`src/rtl/ccd_capture_ctrl.sv`:
```
// CCD frame capture controller. Sequences AD9945 configuration, arms on the
// line driver's shift gate, gates pixel capture for a whole number of lines
// and applies host integration/gain updates only at line boundaries.
module ccd_capture_ctrl #(
  parameter logic [22:0] DEF_F_CNT = 23'd20000,
  parameter logic [9:0]  DEF_GAIN  = 10'd0,
  parameter logic [15:0] CFG_WAIT  = 16'd1000
) (
  input  logic        sys_clk,
  input  logic        rst_n,
  input  logic        start,
  input  logic        stop,
  input  logic        continuous,
  input  logic [10:0] rows,
  input  logic        host_wr,
  input  logic [22:0] host_f_cnt,
  input  logic [9:0]  host_gain,
  input  logic        sh,
  output logic [22:0] f_cnt,
  output logic [9:0]  vga_gain,
  output logic        cfg_en,
  output logic        capture_en,
  output logic        frame_done,
  output logic [15:0] frame_cnt,
  output logic        busy
);

  typedef enum logic [1:0] {IDLE, CONFIG, ARM, CAPTURE} state_t;

  // Last CONFIG cycle index; a zero wait still spends one cycle in CONFIG.
  localparam logic [15:0] CFG_LAST = (CFG_WAIT == 16'd0) ? 16'd0 : CFG_WAIT - 16'd1;

  state_t      state, state_next;
  logic        sh_prev;
  logic        sh_rise;
  logic [22:0] f_shadow;
  logic [9:0]  g_shadow;
  logic        f_pend, g_pend;
  logic        cfg_done;
  logic        stop_seen;
  logic [15:0] cfg_cnt;
  logic [10:0] rows_lat;
  logic [10:0] line_cnt;
  logic [10:0] rows_eff;
  logic        load_rows;
  logic        frame_end;
  logic        enter_cfg;
  logic        apply_f;

  assign sh_rise   = sh & ~sh_prev;
  assign rows_eff  = (rows == 11'd0) ? 11'd1 : rows;
  assign enter_cfg = (state_next == CONFIG) && (state != CONFIG);
  assign apply_f   = f_pend && (sh_rise || (state == IDLE));

  assign busy       = (state != IDLE);
  assign capture_en = (state == CAPTURE);
  assign cfg_en     = (state == CONFIG) && (cfg_cnt == 16'd0);

  // State register.
  always_ff @(posedge sys_clk) begin
    // NOTE: registers use non-blocking assignments so every flop samples
    // pre-edge values regardless of the order the blocks are evaluated.
    if (!rst_n) state <= IDLE;
    else        state <= state_next;
  end

  // Next-state decode and the one-cycle frame/row-load strobes.
  always_comb begin
    // NOTE: every output of this block gets a default first, so no path
    // can leave one unassigned and infer a latch.
    state_next = state;
    load_rows  = 1'b0;
    frame_end  = 1'b0;
    case (state)
      IDLE: begin
        if (start && !stop) begin
          load_rows  = 1'b1;
          state_next = (g_pend || !cfg_done) ? CONFIG : ARM;
        end
      end
      CONFIG: begin
        // Configuration always runs to completion; stop only redirects the exit.
        if (cfg_cnt == CFG_LAST) state_next = (stop_seen || stop) ? IDLE : ARM;
      end
      ARM: begin
        if (stop || stop_seen) state_next = IDLE;
        else if (sh_rise)      state_next = CAPTURE;
      end
      CAPTURE: begin
        if (sh_rise && (line_cnt == rows_lat - 11'd1)) begin
          frame_end = 1'b1;
          if (stop_seen || stop || !continuous) begin
            state_next = IDLE;
          end else begin
            load_rows  = 1'b1;
            state_next = g_pend ? CONFIG : ARM;
          end
        end
      end
      default: state_next = IDLE;
    endcase
  end

  // Line/config counters, frame bookkeeping and the stop request latch.
  always_ff @(posedge sys_clk) begin
    if (!rst_n) begin
      sh_prev    <= 1'b0;
      cfg_cnt    <= 16'd0;
      cfg_done   <= 1'b0;
      stop_seen  <= 1'b0;
      rows_lat   <= 11'd1;
      line_cnt   <= 11'd0;
      frame_done <= 1'b0;
      frame_cnt  <= 16'd0;
    end else begin
      sh_prev    <= sh;
      frame_done <= frame_end;

      if (state != CONFIG)          cfg_cnt <= 16'd0;
      else if (cfg_cnt != CFG_LAST) cfg_cnt <= cfg_cnt + 16'd1;

      if ((state == CONFIG) && (cfg_cnt == CFG_LAST)) cfg_done <= 1'b1;

      if (state_next == IDLE)             stop_seen <= 1'b0;
      else if (stop && (state != IDLE))   stop_seen <= 1'b1;

      if (load_rows) rows_lat <= rows_eff;

      if (frame_end)                                   line_cnt <= 11'd0;
      else if ((state == ARM) && sh_rise)              line_cnt <= 11'd0;
      else if ((state == CAPTURE) && sh_rise)          line_cnt <= line_cnt + 11'd1;

      if (frame_end) frame_cnt <= frame_cnt + 16'd1;
    end
  end

  // Host shadow registers: integration count moves at a line boundary
  // (or straight away when idle), gain moves on entry to CONFIG.
  always_ff @(posedge sys_clk) begin
    if (!rst_n) begin
      f_cnt    <= DEF_F_CNT;
      f_shadow <= DEF_F_CNT;
      f_pend   <= 1'b0;
      vga_gain <= DEF_GAIN;
      g_shadow <= DEF_GAIN;
      g_pend   <= 1'b0;
    end else begin
      if (apply_f) begin
        f_cnt  <= f_shadow;
        f_pend <= 1'b0;
      end
      if (enter_cfg) begin
        vga_gain <= g_shadow;
        g_pend   <= 1'b0;
      end
      if (host_wr) begin
        f_shadow <= host_f_cnt;
        g_shadow <= host_gain;
        // A write landing on the applying line edge stays queued for the next one.
        if (state == IDLE) begin
          f_cnt  <= host_f_cnt;
          f_pend <= 1'b0;
        end else begin
          f_pend <= 1'b1;
        end
        if (host_gain != vga_gain) g_pend <= 1'b1;
      end
    end
  end

endmodule
```
`config.mk`:
```
export PLATFORM = sky130hd
export DESIGN_NAME = ccd_capture_ctrl
export DESIGN_NICKNAME = d
export VERILOG_FILES = /design/src/rtl/ccd_capture_ctrl.sv
export SDC_FILE = /design/constraint.sdc
export NUM_CORES = 1
export LEC_CHECK = 0
export CAP_MARGIN = 20
export CORE_UTILIZATION = 50
export DETAILED_ROUTE_END_ITERATION = 12
export GPL_TIMING_DRIVEN = 0
export PLACE_DENSITY = 0.8
export SKIP_LAST_GASP = 1
export SYNTH_ARGS = -nofsm -noshare
export SYNTH_HDL_FRONTEND = slang
export SYNTH_SLANG_ARGS = --single-unit
```
`constraint.sdc`:
```
create_clock -name sys_clk -period 4.4 [get_ports sys_clk]
set_input_delay 1.1 -clock sys_clk [delete_from_list [all_inputs] [get_ports sys_clk]]
set_output_delay 1.1 -clock sys_clk [all_outputs]
set_load 0.02 [all_outputs]
```
==> impl_metrics.xml <==
<?xml version="1.0" encoding="UTF-8"?>
<metrics>
  <group name="routing">
    <metric name="routedWlPerCell" unit="um">15.9</metric>
    <metric name="routed_wl" unit="um">15400</metric>
    <metric name="route.antenna.remaining_nets" unit="">0</metric>
    <metric name="drc" unit="">2</metric>
    <metric name="drt_iter0_drc" unit="">215</metric>
    <metric name="drt-vias-per-instance" unit="">5.60</metric>
    <metric name="vias_after_detailed_routing" unit="">5405</metric>
    <metric name="drt_pre_antenna_iters" unit="">8</metric>
  </group>
  <group name="logic_synthesis">
    <metric name="fraction_of_synthesized_cell_area_taken_by_the_top_area_cell_type" unit="%">42.8</metric>
    <metric name="seq_cells_post_synth" unit="">128</metric>
    <metric name="cell_area_after_synthesis" unit="um2">5990</metric>
    <metric name="post_synth_inst_count" unit="">689</metric>
    <metric name="syn_area_per_cell" unit="um2">8.69</metric>
    <metric name="yosys.area.top_type" unit="">sky130_fd_sc_hd__dfxtp_1</metric>
    <metric name="synth_most_common_cell" unit="">sky130_fd_sc_hd__dfxtp_1</metric>
    <metric name="synth-edff-count" unit="">0</metric>
    <metric name="synth_sequential_area_ratio" unit="%">42.8</metric>
    <metric name="ys_warn_count" unit="">0</metric>
    <metric name="synth_common_cells" unit="">128 x sky130_fd_sc_hd__dfxtp_1, 103 x sky130_fd_sc_hd__nor2_1, 83 x sky130_fd_sc_hd__nand2_1, 71 x sky130_fd_sc_hd__mux2i_1, 28 x sky130_fd_sc_hd__clkbuf_1</metric>
    <metric name="count_of_cell_types_in_the_netlist" unit="">48</metric>
    <metric name="yosys-top-cells-area" unit="">sky130_fd_sc_hd__dfxtp_1 43%, sky130_fd_sc_hd__mux2i_1 12%, sky130_fd_sc_hd__nor2_1 6.5%, sky130_fd_sc_hd__nand2_1 5.2%, sky130_fd_sc_hd__xnor2_1 3.5%</metric>
    <metric name="synthesis.nets" unit="">749</metric>
    <metric name="synth_async_sr_flop_share" unit="%">0</metric>
    <metric name="synth_ff_type" unit="">sky130_fd_sc_hd__dfxtp_1</metric>
  </group>
  <group name="floorplan">
    <metric name="initial_utilization" unit="%">51.8</metric>
    <metric name="floorplan.core_area" unit="um2">11600</metric>
    <metric name="fp.dieArea" unit="um2">12400</metric>
    <metric name="die-height" unit="um">111</metric>
    <metric name="design.portCount" unit="">104</metric>
    <metric name="die_width" unit="um">111</metric>
    <metric name="core.rowCount" unit="">39</metric>
  </group>
  <group name="sta">
    <metric name="normalized_max_slew_margin" unit="%">44.8</metric>
    <metric name="rsz_0062_raised_after_global_routing" unit="">no</metric>
    <metric name="setup_total_negative_slack" unit="ns">0</metric>
    <metric name="final-setup-viol-count" unit="">0</metric>
    <metric name="setup_slack" unit="ns">0.717</metric>
    <metric name="finalHoldWorstSlack" unit="ns">0.464</metric>
    <metric name="timing_worst_slew_pin_value" unit="ns">0.828</metric>
    <metric name="fin_crit_sh" unit="%">83.7</metric>
    <metric name="skew" unit="ns">0.00849</metric>
    <metric name="finalWorstPathRequiredPeriod" unit="ns">3.68</metric>
    <metric name="fmax" unit="MHz">272</metric>
    <metric name="timing_max_transition_violations_final" unit="">0</metric>
    <metric name="timing.final.hold_violations" unit="">0</metric>
  </group>
  <group name="power">
    <metric name="max-vdd-ir-drop" unit="uV">395</metric>
    <metric name="power.density" unit="nW/um2">428</metric>
    <metric name="post-layout-total-power" unit="W">0.00334</metric>
    <metric name="cellLeakagePower" unit="nW">3.11</metric>
  </group>
  <group name="global_route">
    <metric name="groute.usage.overall" unit="%">25.5</metric>
    <metric name="grt_start_max_net_pins" unit="">17</metric>
    <metric name="grt_first_pass_wirelength" unit="um">25400</metric>
    <metric name="grt_antenna_before_repair" unit="">0</metric>
    <metric name="grt_overflow_total" unit="">0</metric>
    <metric name="first_global_vias" unit="">5377</metric>
  </group>
  <group name="clock_tree">
    <metric name="ctsLongestPathBuffers" unit="">2</metric>
    <metric name="cts_num_sinks" unit="">128</metric>
    <metric name="worst_skew_pair.late_latency" unit="ns">0.43</metric>
    <metric name="cts_repair_resize_count" unit="">0</metric>
    <metric name="cts_root_buf" unit="">sky130_fd_sc_hd__clkbuf_16</metric>
    <metric name="cts_made_buffers" unit="">17</metric>
    <metric name="postCtsHoldBufs" unit="">0</metric>
    <metric name="cts_tree" unit="">done</metric>
    <metric name="cts.htree.levels" unit="">4</metric>
    <metric name="postCtsSetupRepairBufs" unit="">0</metric>
    <metric name="cts.reportedPaths.clkPinSlew" unit="ns">0.05</metric>
  </group>
  <group name="setup_path">
    <metric name="worstPathCellList" unit="">clkdlybuf4s50_1 &gt; nor2b_1 &gt; clkbuf_1 &gt; o2111ai_1 &gt; nor4b_4 &gt; and3_1 &gt; buf_2 &gt; nand4_1 &gt; clkbuf_1 &gt; nor4_1 &gt; o21bai_1</metric>
    <metric name="setup.worst_path.start_class" unit="">input port</metric>
    <metric name="worstPathBufferInverterCount" unit="">4</metric>
    <metric name="worst-setup-path-type" unit="">in2reg</metric>
    <metric name="slowest_stage" unit="">sky130_fd_sc_hd__clkdlybuf4s50_1</metric>
    <metric name="worstSetupEndpointType" unit="">flip-flop</metric>
    <metric name="timing.critical_path.max_delay_family" unit="">buffers and inverters</metric>
    <metric name="critical-path-max-stage-delay" unit="ns">0.50</metric>
    <metric name="worstPathArrival" unit="ns">4.03</metric>
    <metric name="critical_path.startpoint" unit="">sh</metric>
    <metric name="critical_path_required" unit="ns">4.75</metric>
    <metric name="crit_path_max_fanout" unit="">10</metric>
    <metric name="cp_common_cell" unit="">sky130_fd_sc_hd__clkbuf_1</metric>
    <metric name="critical_path.reg2reg.startpoint" unit="">rows_lat[2]$_SDFFE_PN0P_</metric>
  </group>
  <group name="outcome">
    <metric name="run_status" unit="">complete, but fails checks</metric>
    <metric name="violations" unit="">DRC</metric>
  </group>
  <group name="run">
    <metric name="timing.max_cap.violations" unit="">0</metric>
  </group>
  <group name="min_path">
    <metric name="worst_hold_path_type" unit="">reg2reg</metric>
    <metric name="worst_hold_startpoint" unit="">g_shadow[9]$_SDFFE_PN0P_</metric>
  </group>
  <group name="finish">
    <metric name="fraction_of_layout_instances_using_a_drive_strength_above_1" unit="%">4.87</metric>
    <metric name="finalNetCount" unit="">869</metric>
    <metric name="antennaDiodeCount" unit="">0</metric>
    <metric name="area.growth.synth_to_final" unit="%">30.4</metric>
  </group>
  <group name="placed_design">
    <metric name="io_buffers" unit="">101</metric>
    <metric name="dpl.hpwl" unit="um">10900</metric>
    <metric name="worst_slack_placed" unit="ns">0.290</metric>
    <metric name="globalplace.congestion" unit="">0.894</metric>
  </group>
</metrics>
-- placed cells by master (no fill, tap or decap), types with 3 or more instances in the layout --
cell,instances
sky130_fd_sc_hd__nor2_1,103
sky130_fd_sc_hd__a21oi_1,12
sky130_fd_sc_hd__and2_1,5
sky130_fd_sc_hd__o21ai_1,3
sky130_fd_sc_hd__mux2i_1,71
sky130_fd_sc_hd__o211ai_1,3
sky130_fd_sc_hd__or4_1,4
sky130_fd_sc_hd__o31ai_1,4
sky130_fd_sc_hd__clkbuf_16,17
sky130_fd_sc_hd__nor4_1,12
sky130_fd_sc_hd__nor3_1,10
sky130_fd_sc_hd__a211oi_1,19
sky130_fd_sc_hd__bufinv_16,4
sky130_fd_sc_hd__nand4_1,14
sky130_fd_sc_hd__buf_1,7
sky130_fd_sc_hd__clkbuf_1,30
sky130_fd_sc_hd__nor2b_1,7
sky130_fd_sc_hd__a31oi_1,3
sky130_fd_sc_hd__nand2_1,83
sky130_fd_sc_hd__and4_1,3
sky130_fd_sc_hd__o21ai_0,20
sky130_fd_sc_hd__clkdlybuf4s50_1,101
sky130_fd_sc_hd__dfxtp_1,128
sky130_fd_sc_hd__and3_1,11
sky130_fd_sc_hd__xnor2_1,24
sky130_fd_sc_hd__nand3_1,26
sky130_fd_sc_hd__ha_1,9
sky130_fd_sc_hd__nand2b_1,8
sky130_fd_sc_hd__xor2_1,24
sky130_fd_sc_hd__clkinv_4,5
sky130_fd_sc_hd__o21bai_1,6
sky130_fd_sc_hd__inv_1,15
-- cells by family after synthesis --
family	after synthesis	synth area share (%)
compound gates	85	9.78
xor+xnor	48	7.02
flops	128	42.8
simple gates	295	23.0
mux	71	11.9
fa+ha+maj	9	1.88
buf+inv	53	3.63
-- path summary, 6_finish.rpt --
path | to | slack, ns | depth (start not counted)
setup reg to reg | vga_gain[5]$_SDFFE_PN0P_ | 1.07 | 10
hold reg to reg | vga_gain[9]$_SDFFE_PN0P_ | 0.46 | 2
hold / removal | vga_gain[9]$_SDFFE_PN0P_ | 0.46 | 2
setup / recovery | frame_cnt[7]$_SDFFE_PN0P_ | 0.72 | 11
-- state kept, by name, summed over array words and instances, names as in the netlist, 2 cells and up --
signal / flops
rows_lat: 11
line_cnt: 11
f_shadow: 23
state: 2
vga_gain: 10
frame_cnt: 16
f_cnt: 23
cfg_cnt: 16
g_shadow: 10
-- routing by layer --
| layer | GRT usage, % | vias up | routed length, um |
|---|---|---|---|
| li1 | - | 2633 | - |
| met1 | 29.7 | 2594 | 6680 |
| met2 | 43.6 | 151 | 7380 |
| met3 | 8.38 | 27 | 1020 |
| met4 | 9.73 | 0 | 293 |
| met5 | 0 | - | 0 |
-- where the power goes --
group	leakage, nW	switching [W]	internal, W	total, W
Sequential	1.05	0.0000530	0.00123	0.00128
Clock	0.309	0.000534	0.000966	0.00150
Combinational	1.76	0.000311	0.000252	0.000563
Total	3.11	0.000898	0.00245	0.00334
-- metrics by stage --
| step | cells | util (%) | instance area, um2 |
|---|---|---|---|
| after detailed placement | 933 | 62.1 | 7180 |
| after global routing | 965 | 67.5 | 7810 |
| after CTS | 965 | 67.5 | 7810 |
| after floorplan | 689 | - | 5990 |
| after global placement | 933 | 62.1 | 7180 |
| final | 965 | 67.5 | 7810 |
-- final cells by class --
type | instances | area [um2]
clock inverters | 12 | 183
multi-input cells | 508 | 3210
inverters | 15 | 56.3
fillers | 860 | 3760
well taps | 143 | 179
flip-flops and latches | 128 | 2560
repair buffers | 101 | 1010
clock buffers | 20 | 447
plain buffers | 38 | 161
-- worst register-to-register path: stages (launching register included) --
cell                      delay, ns
sky130_fd_sc_hd__dfxtp_1       0.36
sky130_fd_sc_hd__or3_1         0.37
sky130_fd_sc_hd__buf_2         0.16
sky130_fd_sc_hd__or4_1         0.52
sky130_fd_sc_hd__a211o_1       0.36
sky130_fd_sc_hd__a22oi_4       0.24
sky130_fd_sc_hd__a21oi_2       0.09
sky130_fd_sc_hd__or4b_4        0.55
sky130_fd_sc_hd__a22oi_4       0.23
sky130_fd_sc_hd__buf_12        0.17
sky130_fd_sc_hd__mux2i_1       0.21
No activity file was read; power rests on OpenSTA's default activity.
